### config.mk
export PLATFORM = sky130hd
export DESIGN_NAME = au_reservation_station
export DESIGN_NICKNAME = d
export VERILOG_FILES = /design/src/rtl/au_reservation_station.sv
export SDC_FILE = /design/constraint.sdc
export NUM_CORES = 1
export LEC_CHECK = 0
export BUFFER_PORTS_ARGS = -buffer_cell sky130_fd_sc_hd__buf_2
export CAP_MARGIN = 20
export CORE_AREA = 4 4 282 256
export CTS_CLUSTER_SIZE = 25
export DETAILED_ROUTE_END_ITERATION = 16
export DIE_AREA = 0 0 286 260
export PLACE_DENSITY_LB_ADDON = 0.2
export SYNTH_ARGS = -nofsm -noshare
export SYNTH_HDL_FRONTEND = slang
export SYNTH_SLANG_ARGS = --single-unit
export TNS_END_PERCENT = 10
### constraint.sdc
create_clock -name clk -period 4.49 [get_ports clk]
set_input_delay 0.449 -clock clk [delete_from_list [all_inputs] [get_ports clk]]
set_output_delay 0.449 -clock clk [all_outputs]
set_load 0.05 [all_outputs]
### src/rtl/au_reservation_station.sv
`default_nettype none
// ============================================================================
//  Module      : au_reservation_station
//  Description : Four-entry reservation station feeding three arithmetic
//                units. Holds dispatched ops until both source operands are
//                valid, snoops the CDB for wakeup (including a same-cycle
//                dispatch bypass), and issues one ready entry per cycle
//                through registered issue outputs.
//                Optional macro RS_AGE_ORDER_EN: oldest-ready selection via
//                a 4x4 age matrix; otherwise the lowest-index ready entry.
//  Revision    : 1.0 - initial release
// ============================================================================
module au_reservation_station (
    input  logic        clk,
    input  logic        rst_n,
    input  logic        disp_valid,
    output logic        disp_ready,
    input  logic [3:0]  disp_op,
    input  logic [4:0]  disp_rd_tag,
    input  logic        disp_rs1_valid,
    input  logic        disp_rs2_valid,
    input  logic [31:0] disp_rs1_data,
    input  logic [31:0] disp_rs2_data,
    input  logic [4:0]  disp_rs1_tag,
    input  logic [4:0]  disp_rs2_tag,
    input  logic        cdb_valid,
    input  logic [4:0]  cdb_tag,
    input  logic [31:0] cdb_data,
    input  logic        flush,
    input  logic [2:0]  au_free,
    output logic        issue_valid,
    output logic [1:0]  issue_unit,
    output logic [3:0]  issue_op,
    output logic [4:0]  issue_rd_tag,
    output logic [31:0] issue_rs1_data,
    output logic [31:0] issue_rs2_data
);

    localparam int c_entries = 4;

    // Entry storage
    logic [c_entries-1:0] r_busy;
    logic [c_entries-1:0] r_s1_valid;
    logic [c_entries-1:0] r_s2_valid;
    logic [3:0]           r_op      [c_entries];
    logic [4:0]           r_rd_tag  [c_entries];
    logic [31:0]          r_s1_data [c_entries];
    logic [31:0]          r_s2_data [c_entries];
    logic [4:0]           r_s1_tag  [c_entries];
    logic [4:0]           r_s2_tag  [c_entries];

    logic [c_entries-1:0] w_free;
    logic [c_entries-1:0] w_alloc_oh;
    logic                 w_alloc;
    logic [c_entries-1:0] w_ready;
    logic [c_entries-1:0] w_sel_oh;
    logic [1:0]           w_sel_idx;
    logic                 w_issue;
    logic [1:0]           w_unit;
    logic [c_entries-1:0] w_wake1;
    logic [c_entries-1:0] w_wake2;
    logic                 w_byp1;
    logic                 w_byp2;

    assign w_free     = ~r_busy;
    // Freed-this-cycle entries are not visible here, so no same-cycle reuse.
    assign disp_ready = (|w_free) & ~flush;
    assign w_alloc    = disp_valid & disp_ready;
    // Isolate lowest set bit of the free mask to pick the allocation slot.
    assign w_alloc_oh = w_alloc ? (w_free & (~w_free + 4'd1)) : '0;
    assign w_ready    = r_busy & r_s1_valid & r_s2_valid;
    assign w_issue    = (|w_ready) & (|au_free);

    // A dispatched source waiting on the tag being broadcast right now.
    assign w_byp1 = cdb_valid & ~disp_rs1_valid & (disp_rs1_tag == cdb_tag);
    assign w_byp2 = cdb_valid & ~disp_rs2_valid & (disp_rs2_tag == cdb_tag);

    // Per-entry wakeup match against the CDB
    always_comb begin
        w_wake1 = '0;
        w_wake2 = '0;
        for (int i = 0; i < c_entries; i++) begin
            w_wake1[i] = cdb_valid & r_busy[i] & ~r_s1_valid[i] & (r_s1_tag[i] == cdb_tag);
            w_wake2[i] = cdb_valid & r_busy[i] & ~r_s2_valid[i] & (r_s2_tag[i] == cdb_tag);
        end
    end

`ifdef RS_AGE_ORDER_EN
    // r_age[i][j] = 1 means entry i was allocated before entry j.
    logic [c_entries-1:0] r_age [c_entries];

    // New entry becomes younger than every other entry
    always_ff @(posedge clk or negedge rst_n) begin
        if (!rst_n) begin
            for (int i = 0; i < c_entries; i++) begin
                r_age[i] <= '0;
            end
        end else if (w_alloc) begin
            for (int i = 0; i < c_entries; i++) begin
                if (w_alloc_oh[i]) begin
                    r_age[i] <= '0;
                end else begin
                    r_age[i] <= r_age[i] | w_alloc_oh;
                end
            end
        end
    end

    // Oldest ready entry: no other ready entry is older than it
    always_comb begin
        w_sel_oh = '0;
        for (int i = 0; i < c_entries; i++) begin
            w_sel_oh[i] = w_ready[i] &
                ~(|(w_ready & ~r_age[i] & ~(4'b0001 << i)));
        end
    end
`else
    // Lowest-index ready entry
    always_comb begin
        w_sel_oh = w_ready & (~w_ready + 4'd1);
    end
`endif

    // One-hot to index for the payload mux
    always_comb begin
        w_sel_idx = 2'd0;
        for (int i = 0; i < c_entries; i++) begin
            if (w_sel_oh[i]) begin
                w_sel_idx = 2'(i);
            end
        end
    end

    // Target unit is the lowest idle AU
    always_comb begin
        w_unit = 2'd2;
        if (au_free[1]) w_unit = 2'd1;
        if (au_free[0]) w_unit = 2'd0;
    end

    // Entry state: allocation, wakeup and release on issue
    always_ff @(posedge clk or negedge rst_n) begin
        if (!rst_n) begin
            r_busy     <= '0;
            r_s1_valid <= '0;
            r_s2_valid <= '0;
            for (int i = 0; i < c_entries; i++) begin
                r_op[i]      <= '0;
                r_rd_tag[i]  <= '0;
                r_s1_data[i] <= '0;
                r_s2_data[i] <= '0;
                r_s1_tag[i]  <= '0;
                r_s2_tag[i]  <= '0;
            end
        end else if (flush) begin
            r_busy <= '0;
        end else begin
            for (int i = 0; i < c_entries; i++) begin
                if (w_alloc_oh[i]) begin
                    r_busy[i]     <= 1'b1;
                    r_op[i]       <= disp_op;
                    r_rd_tag[i]   <= disp_rd_tag;
                    r_s1_valid[i] <= disp_rs1_valid | w_byp1;
                    r_s2_valid[i] <= disp_rs2_valid | w_byp2;
                    r_s1_data[i]  <= w_byp1 ? cdb_data : disp_rs1_data;
                    r_s2_data[i]  <= w_byp2 ? cdb_data : disp_rs2_data;
                    r_s1_tag[i]   <= disp_rs1_tag;
                    r_s2_tag[i]   <= disp_rs2_tag;
                end else begin
                    if (w_issue && w_sel_oh[i]) begin
                        r_busy[i] <= 1'b0;
                    end
                    if (w_wake1[i]) begin
                        r_s1_valid[i] <= 1'b1;
                        r_s1_data[i]  <= cdb_data;
                    end
                    if (w_wake2[i]) begin
                        r_s2_valid[i] <= 1'b1;
                        r_s2_data[i]  <= cdb_data;
                    end
                end
            end
        end
    end

    // Registered issue port; payload holds when nothing issues
    always_ff @(posedge clk or negedge rst_n) begin
        if (!rst_n) begin
            issue_valid    <= 1'b0;
            issue_unit     <= '0;
            issue_op       <= '0;
            issue_rd_tag   <= '0;
            issue_rs1_data <= '0;
            issue_rs2_data <= '0;
        end else if (flush) begin
            issue_valid <= 1'b0;
        end else if (w_issue) begin
            issue_valid    <= 1'b1;
            issue_unit     <= w_unit;
            issue_op       <= r_op[w_sel_idx];
            issue_rd_tag   <= r_rd_tag[w_sel_idx];
            issue_rs1_data <= r_s1_data[w_sel_idx];
            issue_rs2_data <= r_s2_data[w_sel_idx];
        end else begin
            issue_valid <= 1'b0;
        end
    end

endmodule
`default_nettype wire

==> results of run 1 <==
==> critical path, delay by kind of cell (launching register included) <==
kind | cells | cell delay, ps
buffers and inverters | 3 | 1350
DFF | 1 | 320
AOI/OAI and AO/OA | 3 | 670
and+or+nand+nor | 2 | 730
==> worst max-delay path by stage <==
stage / start / end / slack, ps / depth (start not counted)
global route: r_busy[1]$_DFFE_PN0P_ / issue_rs2_data[1]$_DFFE_PN0P_ / 980 / 8
CTS: r_busy[1]$_DFFE_PN0P_ / issue_rs2_data[21]$_DFFE_PN0P_ / 1210 / 8
detailed placement: r_busy[1]$_DFFE_PN0P_ / issue_rs2_data[22]$_DFFE_PN0P_ / 1240 / 8
floorplan: cdb_tag[0] / r_s1_data[0]$_DFFE_PN0P_ / 2430 / 7
global placement: r_busy[1]$_DFFE_PN0P_ / issue_rs2_data[14]$_DFFE_PN0P_ / 1260 / 8
finish: r_busy[1]$_DFFE_PN0P_ / issue_rs2_data[21]$_DFFE_PN0P_ / 1180 / 8
==> logic make-up (layout without fill, tap and decap cells) <==
| logic type | after synthesis | count (layout) | synth area share, % |
|---|---|---|---|
| XOR/XNOR | 50 | 50 | 2.13 |
| other | 0 | 13 | 0 |
| flip-flops | 420 | 420 | 51.1 |
| AND/OR/NAND/NOR | 923 | 923 | 17.5 |
| multiplexers | 137 | 137 | 6.66 |
| buffers and inverters | 215 | 348 | 5.05 |
| AO/OA/AOI/OAI | 513 | 513 | 17.6 |
==> metal layers <==
metal  vias to the layer above  wire [um]  global-route usage [%]
li1                       8024          -                       -
met1                      8740      33700                    28.1
met2                       582      33900                    31.1
met3                       109       5630                    3.86
met4                         8       2330                    6.29
met5                         -        163                    1.38
==> final cells by class <==
| cell class | count | area [um2] |
|---|---|---|
| fill | 7213 | 45500 |
| antenna | 13 | 32.5 |
| clock inverter | 8 | 105 |
| clock buffer | 79 | 1460 |
| multi-input combinational | 1623 | 9230 |
| tap | 940 | 1180 |
| inverter | 2 | 10.0 |
| sequential | 420 | 10500 |
| timing repair buffer | 259 | 1510 |
==> through the flow <==
step / cell area (um2) / total power, mW
floorplan: 20600 / 8.13
global placement: 22400 / 9.27
detailed placement: 22400 / 9.37
CTS: 24000 / 13.4
global route: 24000 / 13.9
finish: 24000 / 13.2
==> power groups by stage <==
stage               Clock [mW]  Sequential (mW)  Combinational [mW]
finish                    3.95             5.63                3.64
global route              4.22             5.76                3.95
CTS                       4.06             5.63                3.69
detailed placement           0             5.69                3.68
global placement             0             5.66                3.60
floorplan                    0             6.61                1.52
==> cells in the final DEF (no fill, tap or decap), types with 10 or more instances in the layout <==
cell / synthesis / layout
a21oi_1: 64 / 64
a22oi_1: 73 / 73
a31oi_1: 192 / 192
buf_2: 56 / 205
buf_4: 21 / 46
clkbuf_1: 102 / 18
clkbuf_16: 0 / 49
clkbuf_8: 0 / 12
dfrtp_1: 420 / 420
diode_2: 0 / 13
mux2i_1: 137 / 137
nand2_1: 622 / 621
nor2_1: 262 / 261
o21a_1: 73 / 73
o221ai_1: 73 / 73
xnor2_1: 10 / 10
xor2_1: 40 / 40
==> sequential cells by signal, indices dropped and copies added (netlist names) <==
signal	count
r_s1_tag	20
issue_rs1_data	32
r_s2_data	128
issue_rs2_data	32
r_s2_tag	20
r_op	16
r_rd_tag	20
r_s1_data	128
r_s1_valid	4
r_busy	4
issue_unit	2
r_s2_valid	4
issue_op	4
issue_rd_tag	5
issue_valid	1
==> flow_summary.ini, run 1 <==
[pwr]
p_per_area_nw_per_um2 = 550
combPwrFrac_pct = 27.5
p_int_mw = 8.37
p_leak_nw = 10.9
pwr-share-seq_pct = 42.6
ir_drop_uv = 266
clkPwrFrac_pct = 29.9
power.switching_mw = 4.85
p_sw_share_pct = 36.7

[setup_path]
slowest_delay_ps = 620
crit_path_end_kind = flip-flop
crit_top_cell = buf_4
r2r_slack_ps = 1180
required_ps = 4960
cp_max_fo = 63
timing.rr.start = r_busy[1]$_DFFE_PN0P_
r2r_cells = 8
slowest_stage = buf_4
start_kind = flip-flop
worst_r2r_endpoint = issue_rs2_data[21]$_DFFE_PN0P_
crit_arrival_ps = 3780
path_class = flip-flop to flip-flop
path_cells = buf_4, and3_1, nand2b_4, o31ai_2, inv_4, buf_4, o221ai_1, o21a_1

[timing]
worst_pin_slew_ps = 897
setup_tns_ps = 0
fmax_mhz = 302
rsz0062_at_grt = false
slew_violations = 0
min_period_over_period_pct = 73.6
finClkSkew_ps = 20.0
period_needed_ps = 3310
whs_ps = 60.2
final-setup-viol-count = 0
setup_slack_ps = 1180
relSlewSlack_pct = 40.0
hold_viol = 0

[worst_hold_path]
hold_path_class = input pin to flip-flop
hold_end = issue_unit[1]$_DFFE_PN0P_
holdCritStartpoint = au_free[0]
hold_depth = 2

[synth]
synth_common_cells = nand2_1, dfrtp_1, nor2_1
ys_async_sr_fraction_pct = 100
synth-edff-count = 0
synth-main-ff-cell = dfrtp_1
synth.top_cell.area_share_pct = 51.1
yosysMostFrequentCell = nand2_1
ys_types = 46
synthTopCellsByArea = dfrtp_1, nand2_1, mux2i_1
synth_area_leader_cell = dfrtp_1
yosysWarnings = 0
ys_seq_area_share_pct = 51.1
syn_avg_cell_area_um2 = 9.11
synth_area_um2 = 20600
synth_fp_nets = 2388
synth_seq_cells = 420
syn_inst = 2258

[placed_design]
gp_congestion = 0.813
numPortBuffers = 206
hpwlAfterDp_mm = 47.5
dp_slack_ps = 1240
placed_cells = 3243

[clocking]
cts_hold_buf = 1
cts_max_level = 2
clkTransAtPathRegs_ps = 60
tritoncts = done
cts_made_buffers = 48
cts-root-buf = clkbuf_16
cts_resized = 0
cts_sinks = 420
clock_path_buffers = 3
cts_setup_buffers = 0
clock_latency_ps = 590

[global_route]
grt_usage_pct = 20.0
antenna_found_initial = 21
grt_pass1_vias = 17290
grt_pass1_wl_mm = 114
overflow = 0
grt_max_degree = 101

[job]
cap_viol_max_count = 0

[die]
dieWidth_um = 286
initial_utilization_pct = 29.6
die_y_um = 260
dieArea_um2 = 74400
core_um2 = 69500
rows = 92
pin_count = 207

[finish]
final_util_pct = 34.6
drive_gt1_share_pct = 15.1
synthToLayoutAreaGrowth_pct = 16.8
fin_cells = 3344
fin_nets = 2484

[drt]
first_pass_iters = 6
drt-initial-drc-count = 1455
routedWlPerCell_um = 22.7
wl_mm = 75.8
vias = 17463
via_per_inst = 5.22
drt.antenna.violating_nets = 0
post-route-drc-count = 0

[run_status]
status = completed
No activity file was read; power rests on OpenSTA's default activity.
==> run 2, diff against run 1 <==
==> constraint.sdc (replaced) <==
create_clock -name clk -period 3 [get_ports clk]
set_input_delay 0.3 -clock clk [delete_from_list [all_inputs] [get_ports clk]]
set_output_delay 0.3 -clock clk [all_outputs]
set_load 0.05 [all_outputs]
==> run 2 against run 1 <==
Effect of this change:
- utilization is 1.9 points higher
- fmax is 18% higher
- register-to-register slack worse by 990 ps
==> flow_summary.ini, run 2 (synthesis gave the netlist of run 1 again) <==
[clocking]
tritoncts = done
clock_path_buffers = 3
cts_sinks = 420
cts_made_buffers = 50
cts-root-buf = clkbuf_16
cts_resized = 0
cts_setup_buffers = 0
clock_latency_ps = 610
clkTransAtPathRegs_ps = 60
cts_max_level = 2

[placed_design]
numPortBuffers = 206
gp_congestion = 0.832
place_area_um2 = 22800
hpwlAfterDp_mm = 48.2

[setup_path]
slowest_stage = or3_1
critical_path_buf_inv_count = 2
slowest_delay_ps = 700
required_ps = 3550
r2r_slack_ps = 190
crit_arrival_ps = 3350
path_class = flip-flop to flip-flop
start_kind = flip-flop
cp_max_fo = 32
path_delay_family = simple AND/OR/NAND/NOR gates
path_cells = nand3_1, or3_1, a21oi_2, buf_12, nand2_1, a31oi_1, dlygate4sd3_1
crit_path_end_kind = flip-flop

[die]
dieWidth_um = 286
initial_utilization_pct = 29.6
dieArea_um2 = 74400
core_um2 = 69500
rows = 92
pin_count = 207
die_y_um = 260

[finish]
final_cell_mix = nand2_1, dfrtp_1, nor2_1
final_area_um2 = 25300
synthToLayoutAreaGrowth_pct = 23.1
drive_gt1_share_pct = 15.3
top_regs = r_s1_data: 128 flops, r_s2_data: 128 flops
fin_nets = 2594
layout_commonest_cell = nand2_1

[global_route]
grt_pass1_wl_mm = 116
antenna_found_initial = 12
grt_usage_pct = 20.3
overflow = 0
grt_pass1_vias = 18435
grt_max_degree = 79

[timing]
fmax_mhz = 356
finClkSkew_ps = 32.1
slew_violations = 0
setup_tns_ps = 0
hold_viol = 0
period_needed_ps = 2810
rsz0062_at_grt = false
min_period_over_period_pct = 93.6
final-setup-viol-count = 0
worst_pin_slew_ps = 914
relSlewSlack_pct = 39.1

[drt]
wl_met3_mm = 5.10
routedWlPerCell_um = 22.2
drt-initial-drc-count = 1432
via_per_inst = 5.22
wl_met1_mm = 33.8
wl_mm = 76.4
first_pass_iters = 5
post-route-drc-count = 0
vias = 17955
wl_met2_mm = 35.5
drt.antenna.violating_nets = 0
highest_layer = met5

[pwr]
p_per_area_nw_per_um2 = 785
p_leak_nw = 11.5
ir_drop_uv = 414

[job]
cap_viol_max_count = 0

[worst_hold_path]
hold_path_class = input pin to flip-flop

[run_status]
status = completed
-- run 2: cell types whose count changed in the layout (fill, tap and decap cells not counted), sizes merged --
cell         change
buf             +20
clkbuf           -6
inv              -1
clkinv           +4
dlygate4sd3     +88
diode            -8
-- run 2: path summary, 6_finish.rpt --
kind | cells past startpoint | end | startpoint
max in group asynchronous | 3 | issue_rs2_data[17]$_DFFE_PN0P_ | rst_n
min in group asynchronous | 2 | issue_rs1_data[17]$_DFFE_PN0P_ | rst_n
min | 3 | r_s1_data[31]$_DFFE_PN0P_ | cdb_data[31]
max | 7 | r_s1_data[26]$_DFFE_PN0P_ | r_busy[2]$_DFFE_PN0P_
max reg2reg | 7 | r_s1_data[26]$_DFFE_PN0P_ | r_busy[2]$_DFFE_PN0P_
min reg2reg | 2 | r_rd_tag[3]$_DFFE_PN0P_ | r_rd_tag[3]$_DFFE_PN0P_
-- run 2: area by class of cell --
cell class,instances,area (um2)
antenna,5,12.5
multi-input combinational,1623,9230
fill,7060,44200
clock buffer,73,1430
tap,940,1180
timing repair buffer,367,2800
clock inverter,11,156
sequential,420,10500
inverter,2,10.0
-- run 2: tightest hold or removal path, cell delays in order --
cell and delay, ps:
buf_2 160, nand2_1 70, a31oi_1 80
-- run 2: what timing repair did --
action | 4_1_cts | 5_1_grt
endpoints found under the setup margin | 0 | 0
hold buffers | 89 | 0
hold endpoints to repair | 329 | 0
-- run 2: routing by layer --
layer	up-vias	global-route usage (%)
li1	8218	-
met1	8933	27.5
met2	656	33.0
met3	134	3.93
met4	14	5.99
met5	-	0
-- run 2: power breakdown --
part	internal [mW]	switching (mW)	leakage [nW]
Sequential	7.34	0.993	4.97
Clock	3.46	2.48	0.775
Combinational	1.84	3.78	5.71
Total	12.6	7.25	11.5
-- run 2: stage by stage --
step / std cells / setup WS (ps) / util [%] / hold slack, ps / power [mW]
final: 3441 / 193 / 36.4 / 39.7 / 19.9
after detailed placement: 3263 / 577 / 32.8 / 347 / 14.0
after floorplan: 2258 / 1080 / - / 4.41 / 12.2
after global routing: 3436 / 1.01 / 36.4 / 38.3 / 20.9
after global placement: 3263 / 622 / 32.8 / 333 / 13.8
after CTS: 3436 / 265 / 36.4 / 5.70 / 20.1
==> run 3, diff against run 2 <==
--- a/config.mk
+++ b/config.mk
@@ -12,6 +12,7 @@
 export DETAILED_ROUTE_END_ITERATION = 16
 export DIE_AREA = 0 0 286 260
 export PLACE_DENSITY_LB_ADDON = 0.2
+export REMOVE_ABC_BUFFERS = 1
 export SYNTH_ARGS = -nofsm -noshare
 export SYNTH_HDL_FRONTEND = slang
 export SYNTH_SLANG_ARGS = --single-unit
==> run 3 against run 2 <==
Effect of this change:
- design area barely moved
- flip-flop and latch count did not move
- fmax grew 15%
- non-clock buffer count shrank 1
- critical path depth down 1
- die area stayed put
- first-iteration DRC count is 8.0% higher
- utilization is essentially flat
- count of clock-buffer cells in the layout fell by 3
- critical endpoint is now r_s2_data[10]$_DFFE_PN0P_
- largest cell class unchanged
==> flow_summary.ini, run 3 (synthesis gave the netlist of run 1 again) <==
[run_status]
status = completed

[finish]
final_area_um2 = 25300
drive_gt1_share_pct = 15.7
fin_nets = 2592
synthToLayoutAreaGrowth_pct = 23.0
layout_commonest_cell = nand2_1
final_cell_mix = nand2_1, dfrtp_1, nor2_1
top_regs = r_s1_data: 128 flops, r_s2_data: 128 flops

[clocking]
cts-root-buf = clkbuf_16
clock_latency_ps = 590
cts_sinks = 420
clock_path_buffers = 3
cts_max_level = 2
tritoncts = done
cts_made_buffers = 49
clkTransAtPathRegs_ps = 60

[global_route]
met1_usage_pct = 26.9
grt_pass1_vias = 18060
grt_usage_pct = 19.8
grt_max_degree = 76
grt_pass1_wl_mm = 114
overflow = 0
top_usage_layer = met2
met2_usage_pct = 33.0
use_met3_pct = 3.23
antenna_found_initial = 9

[timing]
min_period_over_period_pct = 81.5
final-setup-viol-count = 0
slew_violations = 0
period_needed_ps = 2440
finClkSkew_ps = 21.0
worst_pin_slew_ps = 796
rsz0062_at_grt = false
relSlewSlack_pct = 46.9
hold_viol = 0
fmax_mhz = 409
whs_ps = 38.7

[pwr]
p_leak_nw = 11.5
ir_drop_uv = 453
p_per_area_nw_per_um2 = 776

[placed_design]
place_area_um2 = 23000
gp_congestion = 0.793
numPortBuffers = 206
hpwlAfterDp_mm = 45.9

[drt]
wl_mm = 74.6
post-route-drc-count = 0
first_pass_iters = 5
vias = 17818
routedWlPerCell_um = 21.7
drt.antenna.violating_nets = 0
via_per_inst = 5.19
drt-initial-drc-count = 1547

[die]
rows = 92
dieArea_um2 = 74400
initial_utilization_pct = 29.6
core_um2 = 69500
pin_count = 207
dieWidth_um = 286
die_y_um = 260

[job]
cap_viol_max_count = 0

[setup_path]
r2r_slack_ps = 560
path_class = flip-flop to flip-flop
required_ps = 3510
crit_path_end_kind = flip-flop
cp_max_fo = 65
crit_arrival_ps = 2950
start_kind = flip-flop

[worst_hold_path]
hold_path_class = input pin to flip-flop
## run 3: final timing paths
path                                         start                             end  depth (start not counted)
setup / recovery             r_busy[3]$_DFFE_PN0P_       r_s2_data[10]$_DFFE_PN0P_                          6
hold / removal                        cdb_data[30]       r_s2_data[94]$_DFFE_PN0P_                          3
setup reg to reg             r_busy[3]$_DFFE_PN0P_       r_s2_data[10]$_DFFE_PN0P_                          6
hold reg to reg            r_rd_tag[4]$_DFFE_PN0P_         r_rd_tag[4]$_DFFE_PN0P_                          2
max in group asynchronous                    rst_n       r_s2_data[36]$_DFFE_PN0P_                          4
min in group asynchronous                    rst_n  issue_rs1_data[28]$_DFFE_PN0P_                          2
## run 3: worst max-delay path, stage by stage (launching register included)
cell      delay, ps
dfrtp_1         440
nand3b_1        140
or4_1           580
o41ai_4         210
buf_4           670
nor2_1           90
a31oi_1         180
## run 3: layout make-up
type / count / area, um2
fill: 7069 / 44200
antenna: 4 / 10.0
sequential: 420 / 10500
tap: 940 / 1180
clock buffer: 70 / 1420
clock inverter: 11 / 90.1
inverter: 2 / 12.5
multi-input combinational: 1623 / 9300
timing repair buffer: 366 / 2800
## run 3: per-layer routing
layer  part of all wire [%]  vias to the layer above  routed length (um)
li1                       -                     8234                   -
met1                     45                     8909               33300
met2                     47                      557               35300
met3                    5.9                      112                4390
met4                    2.1                        6                1550
met5                  0.055                        -                  41
## run 3: metrics by stage
stage / setup WS, ps / total power [mW] / cells / setup TNS, ps / util, %
6_report: 556 / 19.7 / 3436 / 0 / 36.4
3_3_place_gp: 530 / 13.8 / 3268 / 0 / 33.0
4_1_cts: 585 / 19.9 / 3432 / 0 / 36.4
3_5_place_dp: 499 / 14.0 / 3268 / 0 / 33.0
5_1_grt: 362 / 20.7 / 3434 / 0 / 36.4
2_1_floorplan: -1890 / 12.1 / 2045 / -418390 / -
## run 3: what timing repair did
item,4_1_cts,5_1_grt
setup buffers,0,0
hold endpoints to repair,315,0
hold buffers,83,0
endpoints found under the setup margin,0,0
resized for setup,0,0
## run 3: power breakdown
part           switching [mW]  total (mW)  internal, mW  leakage (nW)
Clock                    2.41        5.74          3.33         0.745
Sequential              0.950        8.29          7.34          4.97
Combinational            3.76        5.62          1.86          5.73
